[src/rtl/naive_bus_arb_pkg.sv]
// Shared types and constants for the two-master naive_bus arbiter.
package naive_bus_arb_pkg;
  typedef enum logic {OWN_M0, OWN_M1} arb_owner_t;
  localparam int DEFAULT_MAX_WAIT = 4;
  localparam int STARVE_W = 4;
endpackage

[src/rtl/naive_bus.sv]
// naive_bus: request/grant read and write channels; rd_data is valid one cycle after rd_gnt.
// Valid/ready: a transfer happens in the cycle where req and gnt are both high.
interface naive_bus;
  logic        rd_req;
  logic        rd_gnt;
  logic [31:0] rd_addr;
  logic [31:0] rd_data;
  logic        wr_req;
  logic        wr_gnt;
  logic [31:0] wr_addr;
  logic [31:0] wr_data;
  logic [3:0]  wr_be;

  modport master (
    output rd_req, rd_addr, wr_req, wr_addr, wr_data, wr_be,
    input  rd_gnt, rd_data, wr_gnt
  );
  modport slave (
    input  rd_req, rd_addr, wr_req, wr_addr, wr_data, wr_be,
    output rd_gnt, rd_data, wr_gnt
  );
endinterface

[src/rtl/naive_bus_arb_starve_cnt.sv]
// Saturating aging counter: counts cycles m0 requests but loses, forces m0 to win at MAX_WAIT.
module naive_bus_arb_starve_cnt
  import naive_bus_arb_pkg::*;
#(
  parameter int MAX_WAIT = DEFAULT_MAX_WAIT
) (
  input  logic                clk,
  input  logic                rst,
  input  logic                req,
  input  logic                win,
  input  logic                gnt,
  output logic                force_m0,
  output logic [STARVE_W-1:0] cnt
);
  localparam logic [STARVE_W-1:0] MAX_CNT = STARVE_W'(MAX_WAIT);

  always_ff @(posedge clk or posedge rst) begin
    if (rst) begin
      cnt <= '0;
    end else if (!req || gnt) begin
      cnt <= '0;
    end else if (!win && (cnt != MAX_CNT)) begin
      cnt <= cnt + 1'b1;
    end
  end

  assign force_m0 = (cnt == MAX_CNT);
endmodule

[src/rtl/naive_bus_arbiter.sv]
// Two-master naive_bus arbiter: m1 fixed priority with m0 aging guard, lock across slave stalls.
// Optional performance counters enabled by defining NAIVE_BUS_ARB_PERF_EN.
module naive_bus_arbiter
  import naive_bus_arb_pkg::*;
#(
  parameter int MAX_WAIT = DEFAULT_MAX_WAIT
) (
  input  logic           clk,
  input  logic           rst,
  naive_bus.slave        m0,
  naive_bus.slave        m1,
  naive_bus.master       s,
  output logic [31:0]    o_conflict_cnt,
  output logic [31:0]    o_m0_wait_cnt
);
  logic                req0, req1, lock, lock_act, force_m0;
  logic                win_m0, win_req, s_rd_gnt, s_wr_gnt, s_gnt, m0_gnt, rd_pending;
  logic [STARVE_W-1:0] starve_cnt;
  arb_owner_t          lock_owner, winner, rd_owner;

  assign req0 = m0.rd_req | m0.wr_req;
  assign req1 = m1.rd_req | m1.wr_req;

  // A lock whose owner has already dropped its request no longer steers the mux.
  assign lock_act = lock & ((lock_owner == OWN_M0) ? req0 : req1);

  always_comb begin
    winner = OWN_M1;
    if (lock_act)              winner = lock_owner;
    else if (req0 && !req1)    winner = OWN_M0;
    else if (req1 && !req0)    winner = OWN_M1;
    else if (req0 && force_m0) winner = OWN_M0;
  end

  assign win_m0  = (winner == OWN_M0);
  assign win_req = win_m0 ? req0 : req1;

  always_comb begin
    s.rd_req  = 1'b0;
    s.rd_addr = '0;
    s.wr_req  = 1'b0;
    s.wr_addr = '0;
    s.wr_data = '0;
    s.wr_be   = '0;
    if (win_req) begin
      s.rd_req  = win_m0 ? m0.rd_req  : m1.rd_req;
      s.rd_addr = win_m0 ? m0.rd_addr : m1.rd_addr;
      s.wr_req  = win_m0 ? m0.wr_req  : m1.wr_req;
      s.wr_addr = win_m0 ? m0.wr_addr : m1.wr_addr;
      s.wr_data = win_m0 ? m0.wr_data : m1.wr_data;
      s.wr_be   = win_m0 ? m0.wr_be   : m1.wr_be;
    end
  end

  assign s_rd_gnt  = s.rd_gnt & win_req;
  assign s_wr_gnt  = s.wr_gnt & win_req;
  assign s_gnt     = s_rd_gnt | s_wr_gnt;
  assign m0.rd_gnt = s_rd_gnt & win_m0;
  assign m0.wr_gnt = s_wr_gnt & win_m0;
  assign m1.rd_gnt = s_rd_gnt & !win_m0;
  assign m1.wr_gnt = s_wr_gnt & !win_m0;
  assign m0_gnt    = m0.rd_gnt | m0.wr_gnt;

  always_ff @(posedge clk or posedge rst) begin
    if (rst) begin
      lock       <= 1'b0;
      lock_owner <= OWN_M0;
      rd_pending <= 1'b0;
      rd_owner   <= OWN_M0;
    end else begin
      lock <= win_req & !s_gnt;
      if (win_req && !s_gnt) lock_owner <= winner;
      rd_pending <= s_rd_gnt;
      if (s_rd_gnt) rd_owner <= winner;
    end
  end

  assign m0.rd_data = (rd_pending && (rd_owner == OWN_M0)) ? s.rd_data : '0;
  assign m1.rd_data = (rd_pending && (rd_owner == OWN_M1)) ? s.rd_data : '0;

  naive_bus_arb_starve_cnt #(.MAX_WAIT(MAX_WAIT)) u_starve (
    .clk      (clk),
    .rst      (rst),
    .req      (req0),
    .win      (win_m0),
    .gnt      (m0_gnt),
    .force_m0 (force_m0),
    .cnt      (starve_cnt)
  );

`ifdef NAIVE_BUS_ARB_PERF_EN
  always_ff @(posedge clk or posedge rst) begin
    if (rst) begin
      o_conflict_cnt <= '0;
      o_m0_wait_cnt  <= '0;
    end else begin
      if (req0 && req1)    o_conflict_cnt <= o_conflict_cnt + 32'd1;
      if (req0 && !m0_gnt) o_m0_wait_cnt  <= o_m0_wait_cnt + 32'd1;
    end
  end
`else
  assign o_conflict_cnt = 32'h0;
  assign o_m0_wait_cnt  = 32'h0;
`endif
endmodule

[src/flat_wrapper.sv]
// flat-port wrapper written by rule: the top's interface ports become plain ports
module naive_bus_arbiter_flat import naive_bus_arb_pkg::*;
#(
  parameter int MAX_WAIT = DEFAULT_MAX_WAIT
)
  (clk, rst, o_conflict_cnt, o_m0_wait_cnt, m0_rd_req, m0_rd_addr, m0_wr_req, m0_wr_addr, m0_wr_data, m0_wr_be, m0_rd_gnt, m0_rd_data, m0_wr_gnt, m1_rd_req, m1_rd_addr, m1_wr_req, m1_wr_addr, m1_wr_data, m1_wr_be, m1_rd_gnt, m1_rd_data, m1_wr_gnt, s_rd_req, s_rd_addr, s_wr_req, s_wr_addr, s_wr_data, s_wr_be, s_rd_gnt, s_rd_data, s_wr_gnt);
  naive_bus m0_i ();
  naive_bus m1_i ();
  naive_bus s_i ();
  input  logic clk;
  input  logic rst;
  output logic [31:0] o_conflict_cnt;
  output logic [31:0] o_m0_wait_cnt;
  input wire logic [$bits(m0_i.rd_req)-1:0] m0_rd_req;
  input wire logic [$bits(m0_i.rd_addr)-1:0] m0_rd_addr;
  input wire logic [$bits(m0_i.wr_req)-1:0] m0_wr_req;
  input wire logic [$bits(m0_i.wr_addr)-1:0] m0_wr_addr;
  input wire logic [$bits(m0_i.wr_data)-1:0] m0_wr_data;
  input wire logic [$bits(m0_i.wr_be)-1:0] m0_wr_be;
  output wire logic [$bits(m0_i.rd_gnt)-1:0] m0_rd_gnt;
  output wire logic [$bits(m0_i.rd_data)-1:0] m0_rd_data;
  output wire logic [$bits(m0_i.wr_gnt)-1:0] m0_wr_gnt;
  input wire logic [$bits(m1_i.rd_req)-1:0] m1_rd_req;
  input wire logic [$bits(m1_i.rd_addr)-1:0] m1_rd_addr;
  input wire logic [$bits(m1_i.wr_req)-1:0] m1_wr_req;
  input wire logic [$bits(m1_i.wr_addr)-1:0] m1_wr_addr;
  input wire logic [$bits(m1_i.wr_data)-1:0] m1_wr_data;
  input wire logic [$bits(m1_i.wr_be)-1:0] m1_wr_be;
  output wire logic [$bits(m1_i.rd_gnt)-1:0] m1_rd_gnt;
  output wire logic [$bits(m1_i.rd_data)-1:0] m1_rd_data;
  output wire logic [$bits(m1_i.wr_gnt)-1:0] m1_wr_gnt;
  output wire logic [$bits(s_i.rd_req)-1:0] s_rd_req;
  output wire logic [$bits(s_i.rd_addr)-1:0] s_rd_addr;
  output wire logic [$bits(s_i.wr_req)-1:0] s_wr_req;
  output wire logic [$bits(s_i.wr_addr)-1:0] s_wr_addr;
  output wire logic [$bits(s_i.wr_data)-1:0] s_wr_data;
  output wire logic [$bits(s_i.wr_be)-1:0] s_wr_be;
  input wire logic [$bits(s_i.rd_gnt)-1:0] s_rd_gnt;
  input wire logic [$bits(s_i.rd_data)-1:0] s_rd_data;
  input wire logic [$bits(s_i.wr_gnt)-1:0] s_wr_gnt;
  assign m0_i.rd_req = m0_rd_req;
  assign m0_i.rd_addr = m0_rd_addr;
  assign m0_i.wr_req = m0_wr_req;
  assign m0_i.wr_addr = m0_wr_addr;
  assign m0_i.wr_data = m0_wr_data;
  assign m0_i.wr_be = m0_wr_be;
  assign m0_rd_gnt = m0_i.rd_gnt;
  assign m0_rd_data = m0_i.rd_data;
  assign m0_wr_gnt = m0_i.wr_gnt;
  assign m1_i.rd_req = m1_rd_req;
  assign m1_i.rd_addr = m1_rd_addr;
  assign m1_i.wr_req = m1_wr_req;
  assign m1_i.wr_addr = m1_wr_addr;
  assign m1_i.wr_data = m1_wr_data;
  assign m1_i.wr_be = m1_wr_be;
  assign m1_rd_gnt = m1_i.rd_gnt;
  assign m1_rd_data = m1_i.rd_data;
  assign m1_wr_gnt = m1_i.wr_gnt;
  assign s_rd_req = s_i.rd_req;
  assign s_rd_addr = s_i.rd_addr;
  assign s_wr_req = s_i.wr_req;
  assign s_wr_addr = s_i.wr_addr;
  assign s_wr_data = s_i.wr_data;
  assign s_wr_be = s_i.wr_be;
  assign s_i.rd_gnt = s_rd_gnt;
  assign s_i.rd_data = s_rd_data;
  assign s_i.wr_gnt = s_wr_gnt;
  naive_bus_arbiter #(.MAX_WAIT(MAX_WAIT)) u_core (.clk(clk), .rst(rst), .m0(m0_i), .m1(m1_i), .s(s_i), .o_conflict_cnt(o_conflict_cnt), .o_m0_wait_cnt(o_m0_wait_cnt));
endmodule
[config.mk]
export PLATFORM = sky130hd
export DESIGN_NAME = naive_bus_arbiter_flat
export DESIGN_NICKNAME = d
export VERILOG_FILES = /design/src/rtl/naive_bus_arb_pkg.sv /design/src/rtl/naive_bus.sv /design/src/rtl/naive_bus_arb_starve_cnt.sv /design/src/rtl/naive_bus_arbiter.sv /design/src/flat_wrapper.sv
export SDC_FILE = /design/constraint.sdc
export NUM_CORES = 1
export LEC_CHECK = 0
export CORE_AREA = 2 2 186 188
export CTS_BUF_LIST = sky130_fd_sc_hd__clkbuf_8
export DETAILED_ROUTE_END_ITERATION = 10
export DIE_AREA = 0 0 188 190
export GPL_TIMING_DRIVEN = 0
export REMOVE_ABC_BUFFERS = 1
export SYNTH_ARGS = -nofsm -noshare
export SYNTH_HDL_FRONTEND = slang
export SYNTH_SLANG_ARGS = --single-unit
export TNS_END_PERCENT = 5
[constraint.sdc]
create_clock -name clk -period 1.8 [get_ports clk]
set_input_delay 0.27 -clock clk [delete_from_list [all_inputs] [get_ports clk]]
set_output_delay 0.27 -clock clk [all_outputs]
set_load 0.05 [all_outputs]
==> summary.md, run 1 <==
| Metric | Value |
|---|---|
| Outcome | complete, but fails checks |
| Failing checks | setup timing |
| Hold buffer count at cts | 0 |
| Routed Antenna Nets | 0 |
| Largest cells by area after synthesis | nand2_1 26%, buf_4 17%, o21ai_1 12% |
| Max FO, Critical Path | 6 |
| Port bufs | 409 |
| Crit path cell chain | inv_2 -> ha_4 -> and4bb_2 -> o31a_4 -> buf_12 -> buf_12 -> clkbuf_16 -> o21ai_2 -> buf_6 |
| Core area | ~34,000 sq um |
| Commonest non-fill, non-tap cell in the layout | clkdlybuf4s50_1 |
| Drt total wl | 18,700 um |
| Dominant cell type by area after synthesis | nand2_1 |
| Power Dens Cells | 866 nW/um^2 |
| Synthesized area | 2900 sq um |
| Synthesized area per cell | 5.45 sq um |
| Minimum clock period | ~2500 ps |
| Period utilization | 137% |
| R2R Path Start | u_core.u_starve.cnt[0] |
| Unrepaired setup endpoints after global routing | yes |
| Leakage power | 3.62 nW |
| Share of the synthesized area in the top cell type | 26.3% |
| Fin worst setup slack | -671 ps |
| Share of layout cells above drive strength 1 | 30.9% |
| Number of global-route vias before repair | 4,624 |
| Hold Path Class | in2async |
| Starting Density | 8.53% |
| Max Fclk | just over 400 MHz |
| DR vias | 4,903 |
| Pre-CTS WS | -1390 ps |
| Critical path's largest stage delay | 360 ps |
| Ports | 474 |
| Final setup vio count | 124 |
| HPWL after detailed placement | 12,700 um |
| Worst Clk Skew | 1.16 ps |
| Critical path type | reg2out |
| Worst-case clock buffer depth | 2 |
| Initial antenna violation count | 0 |
| R2R depth | 7 |
| Flops & latches, synth | 8 |
| Final slew viol count | 0 |
| Worst setup startpoint | u_core.u_starve.cnt[0] |
| Hold Slack | between 300 and 400 ps |
| Top delay family on crit path | buffers and inverters |
| Post-route total power | between 6 and 7 mW |
| Largest net degree at the start of global routing | 77 |
| GRT overflow | 0 |
| H-tree levels | 1 |
| Num CTS Buffers | 3 |
| CTS tree | yes |
| CP Depth | 9 |
| Final-report hold violation count | 0 |
| Routability-driven placement congestion ratio | between 0.7 and 0.8 |
| Rows | 68 |
| Netlist cell types | 34 |
| Max_slew headroom | 66.0% |
| WP data required | 1530 ps |
| Critical Path AT | around 2200 ps |
| Syn. warnings | 0 |
| Most Frequent Cell on Critical Path | buf_12 |
| Placed Area | 7170 sq um |
| Most frequent cells in the layout | 237 x clkdlybuf4s50_1, 185 x nand2_1, 109 x buf_6 |
| Clk Latency, worst-skew pair | around 230 ps |
| Synth Instances | 531 |
| Critical path's slowest cell | dfrtp_1 |
| Setup TNS | -60,110 ps |
| Starting DRT DRC Count | 110 |
| Worst-Margin Slew | ~510 ps |
| Crit. End Element | primary output |
| GRT Total Usage | 8.96% |
| TritonRoute pass-1 iters | 4 |
| Sequential fraction of the synthesis area | 6.91% |
| First-pass GRT wire length | approximately 25,000 um |
| Peak supply drop | about 400 uV |
| # DRC | 0 |
| Total Die Area | 35,700 sq um |
| Antenna cells | 0 |
| CTS Sinks | 8 |
| Routed len/inst | 13.5 um |
| Fin area | 7970 sq um |
| Root buf cell | clkbuf_8 |
| Max-cap check violation count | 0 |
| CP bufs+invs | 5 |
| DIE WIDTH | about 190 um |
| Total Nets Final | 1,172 |
| Vias per cell | 3.55 |
| CP Launch Type | flop |
| Area Overhead vs Synth | 175% |
| Clock transition at path regs | 40 ps |
| Chip Height | 190 um |
[stage by stage]
stage	util [%]	instances
2_1_floorplan	-	487
6_report	23.5	1383
3_5_place_dp	21.1	1354
5_1_grt	23.5	1383
4_1_cts	22.5	1379
3_3_place_gp	20.8	1351
[cells in the mapped netlist (all sizes together)]
library cell and number:
a21boi 2, a21oi 5, a22o 1, a31oi 2
and2 34, and3 34, and4bb 1, buf 79
clkbuf 28, conb 1, dfrtp 8, ha 2
inv 5, nand2 203, nand2b 1, nand3 4
nand3b 1, nor2 5, nor2b 2, nor3 1
o21ai 104, o31a 1, or2 2, or3 3
or4 1, xnor2 1
[registers in the layout, summed over array words and instances, names as in the netlist]
register	count
u_core.lock	1
u_core.rd_owner	1
u_core.lock_owner	1
u_core.rd_pending	1
u_core.u_starve.cnt	4
[what timing repair did]
item | 4_1_cts | 5_1_grt
pin swaps | 8 | 20
setup buffers | 13 | 3
endpoints found under the setup margin | 175 | 172
cloned | 9 | 1
resized for setup | 948 | 228
[where the power goes]
part	internal (mW)	switching (mW)
Sequential	0.228	0.0811
Combinational	2.37	4.01
Clock	0.145	0.0702
[final timing paths]
path	slack, ps	endpoint
max	-670	s_wr_addr[19]
min	370	u_core.u_starve.cnt[1]
max reg2reg	80	u_core.rd_owner
min reg2reg	540	u_core.lock_owner
max in group asynchronous	1150	u_core.rd_pending
min in group clk	540	u_core.lock_owner
[cell families after synthesis]
| logic type | share of synthesized area (%) |
|---|---|
| simple gates | 45.5 |
| fa+ha+maj | 0.864 |
| xor+xnor | 0.303 |
| buf+inv | 25.4 |
| flops | 6.91 |
| compound gates | 20.8 |
| other cells | 0.130 |
[layout make-up]
cell class                      count  area, sq um
Clock buffer                        3         41.3
Multi-Input combinational cell    477         2580
Sequential cell                     8          208
Inverter                            5         18.8
Timing Repair Buffer              435         4550
Fill cell                        3702        26000
Tap cell                          455          569
[metal layers]
| metal | up-vias | wire length, um | part of all wire, % | track usage [%] |
|---|---|---|---|---|
| met2 | 313 | 9890 | 53 | 17.3 |
| met4 | 0 | 697 | 3.7 | 3.27 |
| met1 | 2157 | 6740 | 36 | 9.64 |
| met5 | - | 0 | 0 | 0 |
| met3 | 32 | 1370 | 7.3 | 1.70 |
| li1 | 2401 | - | - | - |
Note: power is estimated with default switching activity, not from simulation.
==> run 2: changes to the inputs <==
Settings changed: CTS_CLUSTER_DIAMETER from default to 60.
==> results of run 2 <==
No change in the layout: final DEF, timing and power equal those of run 1.
==> run 3: changes to the inputs <==
Settings changed: ABC_AREA from default to 1, CORE_AREA 2 2 186 188 to 2 2 183 185, DIE_AREA 0 0 188 190 to 0 0 185 187.
==> run 3 against run 2 <==
Effect of this change:
- the run still ends with setup timing left
- combinational power is 24% lower
- non-clock buffer count grew 20
- clock skew up 3.4 ps
==> summary.md, run 3 <==
| Metric | Value |
|---|---|
| Most frequent cells in the layout | 238 x clkdlybuf4s50_1, 128 x nand2_1, 104 x nand3_1 |
| Synth async-reset ratio | 100% |
| DIE WIDTH | 185 um |
| Max Fclk | 436 MHz |
| Hold Path Class | in2async |
| Initial antenna violation count | 1 |
| Root buf cell | clkbuf_8 |
| Failing checks | setup timing |
| Non-filler cells, final | around 1,500 |
| Dominant cell type by area after synthesis | nand2_1 |
| Num CTS Buffers | 3 |
| Commonest non-fill, non-tap cell in the layout | clkdlybuf4s50_1 |
| # DRC | 0 |
| First-pass GRT wire length | 31,000 um |
| R2R depth | 12 |
| Rows | 67 |
| DR vias | about 5,000 |
| Synth top cells by count | 230 x nand2_1, 106 x nand3_1, 75 x nor2_1 |
| Count leader, synth | nand2_1 |
| Flops & latches, synth | 8 |
| Largest net degree at the start of global routing | roughly 70 |
| Clk Latency, worst-skew pair | 220 ps |
| Number of global-route vias before repair | 4,898 |
| Synthesized area | 2820 sq um |
| Worst Clk Skew | 4.56 ps |
| Worst-Margin Slew | 514 ps |
| Synthesized area per cell | 4.87 sq um |
| R2R Path Start | u_core.u_starve.cnt[0] |
| Setup TNS | -42,850 ps |
| Minimum clock period | 2290 ps |
| CP Launch Type | flop |
| Critical Path AT | 2020 ps |
| Number of synthesized flops with an enable pin | 0 |
| Final-report hold violation count | 0 |
| Post-route total power | 5.26 mW |
| CTS tree | yes |
| Clock transition at path regs | roughly 40 ps |
| Max FFs per register | 4 |
| Leakage power | 4.41 nW |
| HPWL after detailed placement | 15,400 um |
| Routed len/inst | between 15 and 20 um |
| Antenna cells | 0 |
| Syn. warnings | 0 |
| Power Dens Cells | about 620 nW/um^2 |
| Crit. End Element | primary output |
| Starting Density | under 10% |
| Final setup vio count | 107 |
| Top reg by flops | u_core.u_starve.cnt |
| Pre-CTS WS | -2740 ps |
| CTS Sinks | 8 |
| Utilization after layout | 25.8% |
| Starting DRT DRC Count | 113 |
| Fin worst setup slack | -493 ps |
| Core area | ~33,000 sq um |
| Share of the synthesized area in the top cell type | between 30% and 40% |
| GRT overflow | 0 |
| Hold buffer count at cts | 0 |
| Total Die Area | 34,600 sq um |
| Critical path type | reg2out |
| Period utilization | 127% |
| Ports | 474 |
| Flop-to-flop setup slack | approximately 170 ps |
| Final slew viol count | 0 |
| Largest cells by area after synthesis | nand2_1 31%, buf_4 20%, nand3_1 19% |
| DP Cell Count | 1,399 |
| Max_slew headroom | 65.7% |
| WP data required | 1530 ps |
| Netlist cell types | 18 |
| Sequential fraction of the synthesis area | around 7.1% |
| Drt total wl | 22,900 um |
| H-tree levels | 1 |
| R2r endpoint | u_core.u_starve.cnt[3] |
| Top_reg_cell synth | dfrtp_1 |
| Total Nets Final | roughly 1,200 |
| Unrepaired setup endpoints after global routing | yes |
| Area Overhead vs Synth | 201% |
| Outcome | complete, but fails checks |
| Vias per cell | 3.48 |
| Synth Instances | 579 |
| Routability-driven placement congestion ratio | 0.716 |
| Max FO, Critical Path | 5 |
| Worst-case clock buffer depth | 2 |
| Port bufs | 409 |
| GRT Total Usage | 12.1% |
| Share of layout cells above drive strength 1 | 32.3% |
| TritonRoute pass-1 iters | 4 |
| Chip Height | 187 um |
| Peak supply drop | 272 uV |
| Max-cap check violation count | 0 |
| Routed Antenna Nets | 0 |
## run 3: layout make-up
class                   count  area, sq um
flip-flops and latches      8          200
fillers                  3661        24400
repair inverters            1         16.3
multi-input cells         488         2480
clock buffers               3         41.3
well taps                 448          561
repair buffers            455         4970
inverters                  48          205
## run 3: power by group
part / switching [mW] / leakage (nW) / internal, mW
combinational: 2.97 / 4.29 / 1.86
clock: 0.0647 / 0.0216 / 0.144
sequential: 0.0205 / 0.102 / 0.204
## run 3: worst max path at each step
| stage | startpoint | endpoint | slack (ps) | cells past startpoint |
|---|---|---|---|---|
| floorplan | u_core.u_starve.cnt[0] | m1_wr_gnt | -1330 | 9 |
| global placement | m1_wr_req | s_wr_data[27] | -3450 | 9 |
| detailed placement | m1_wr_req | s_wr_data[27] | -2740 | 10 |
| CTS | u_core.u_starve.cnt[0] | s_wr_data[31] | -560 | 14 |
| global route | u_core.u_starve.cnt[0] | s_wr_data[11] | -590 | 14 |
| finish | u_core.u_starve.cnt[0] | s_wr_addr[7] | -490 | 14 |
## run 3: cells by family after synthesis
| group | Yosys count | share of synthesized area (%) |
|---|---|---|
| buffers and inverters | 150 | 30.6 |
| adder cells (fa/ha/maj) | 2 | 0.887 |
| flip-flops | 8 | 7.10 |
| other | 1 | 0.133 |
| AND/OR/NAND/NOR | 417 | 61.1 |
| AO/OA/AOI/OAI | 1 | 0.177 |
## run 3: worst max-delay path, stage by stage, from the launching register on
cell and delay [ps]:
dfrtp_1 390, inv_2 80, ha_4 130, nand2_2 50, nor2_2 90, nand2_2 90, nand2_8 90, nand2_8 90
inv_16 80, buf_12 120, buf_12 130, clkbuf_16 150, nand2_2 50, nand2_2 70, buf_8 150
## run 3: what timing repair did
action,CTS,global route
pin swaps,48,24
gates cloned,13,2
endpoints found under the setup margin,172,170
setup buffers,37,3
resized for setup,899,264
## run 3: metal layers
layer  track usage (%)  share of wire, %  up-vias  wire length, um
met5                 0                 0        -                0
met4              1.59               1.4        0              318
met3              2.22               8.5       16             1950
met2              23.7                52      304            12000
met1              13.6                38     2227             8660
li1                  -                 -     2499                -
## run 3: metrics by stage
| stage | cell area [sq um] | hold WS, ps |
|---|---|---|
| after floorplan | 2370 | 85.7 |
| after global placement | 7030 | 476 |
| after detailed placement | 7090 | 485 |
| after CTS | 8230 | 307 |
| after global routing | 8480 | 325 |
| final | 8480 | 299 |
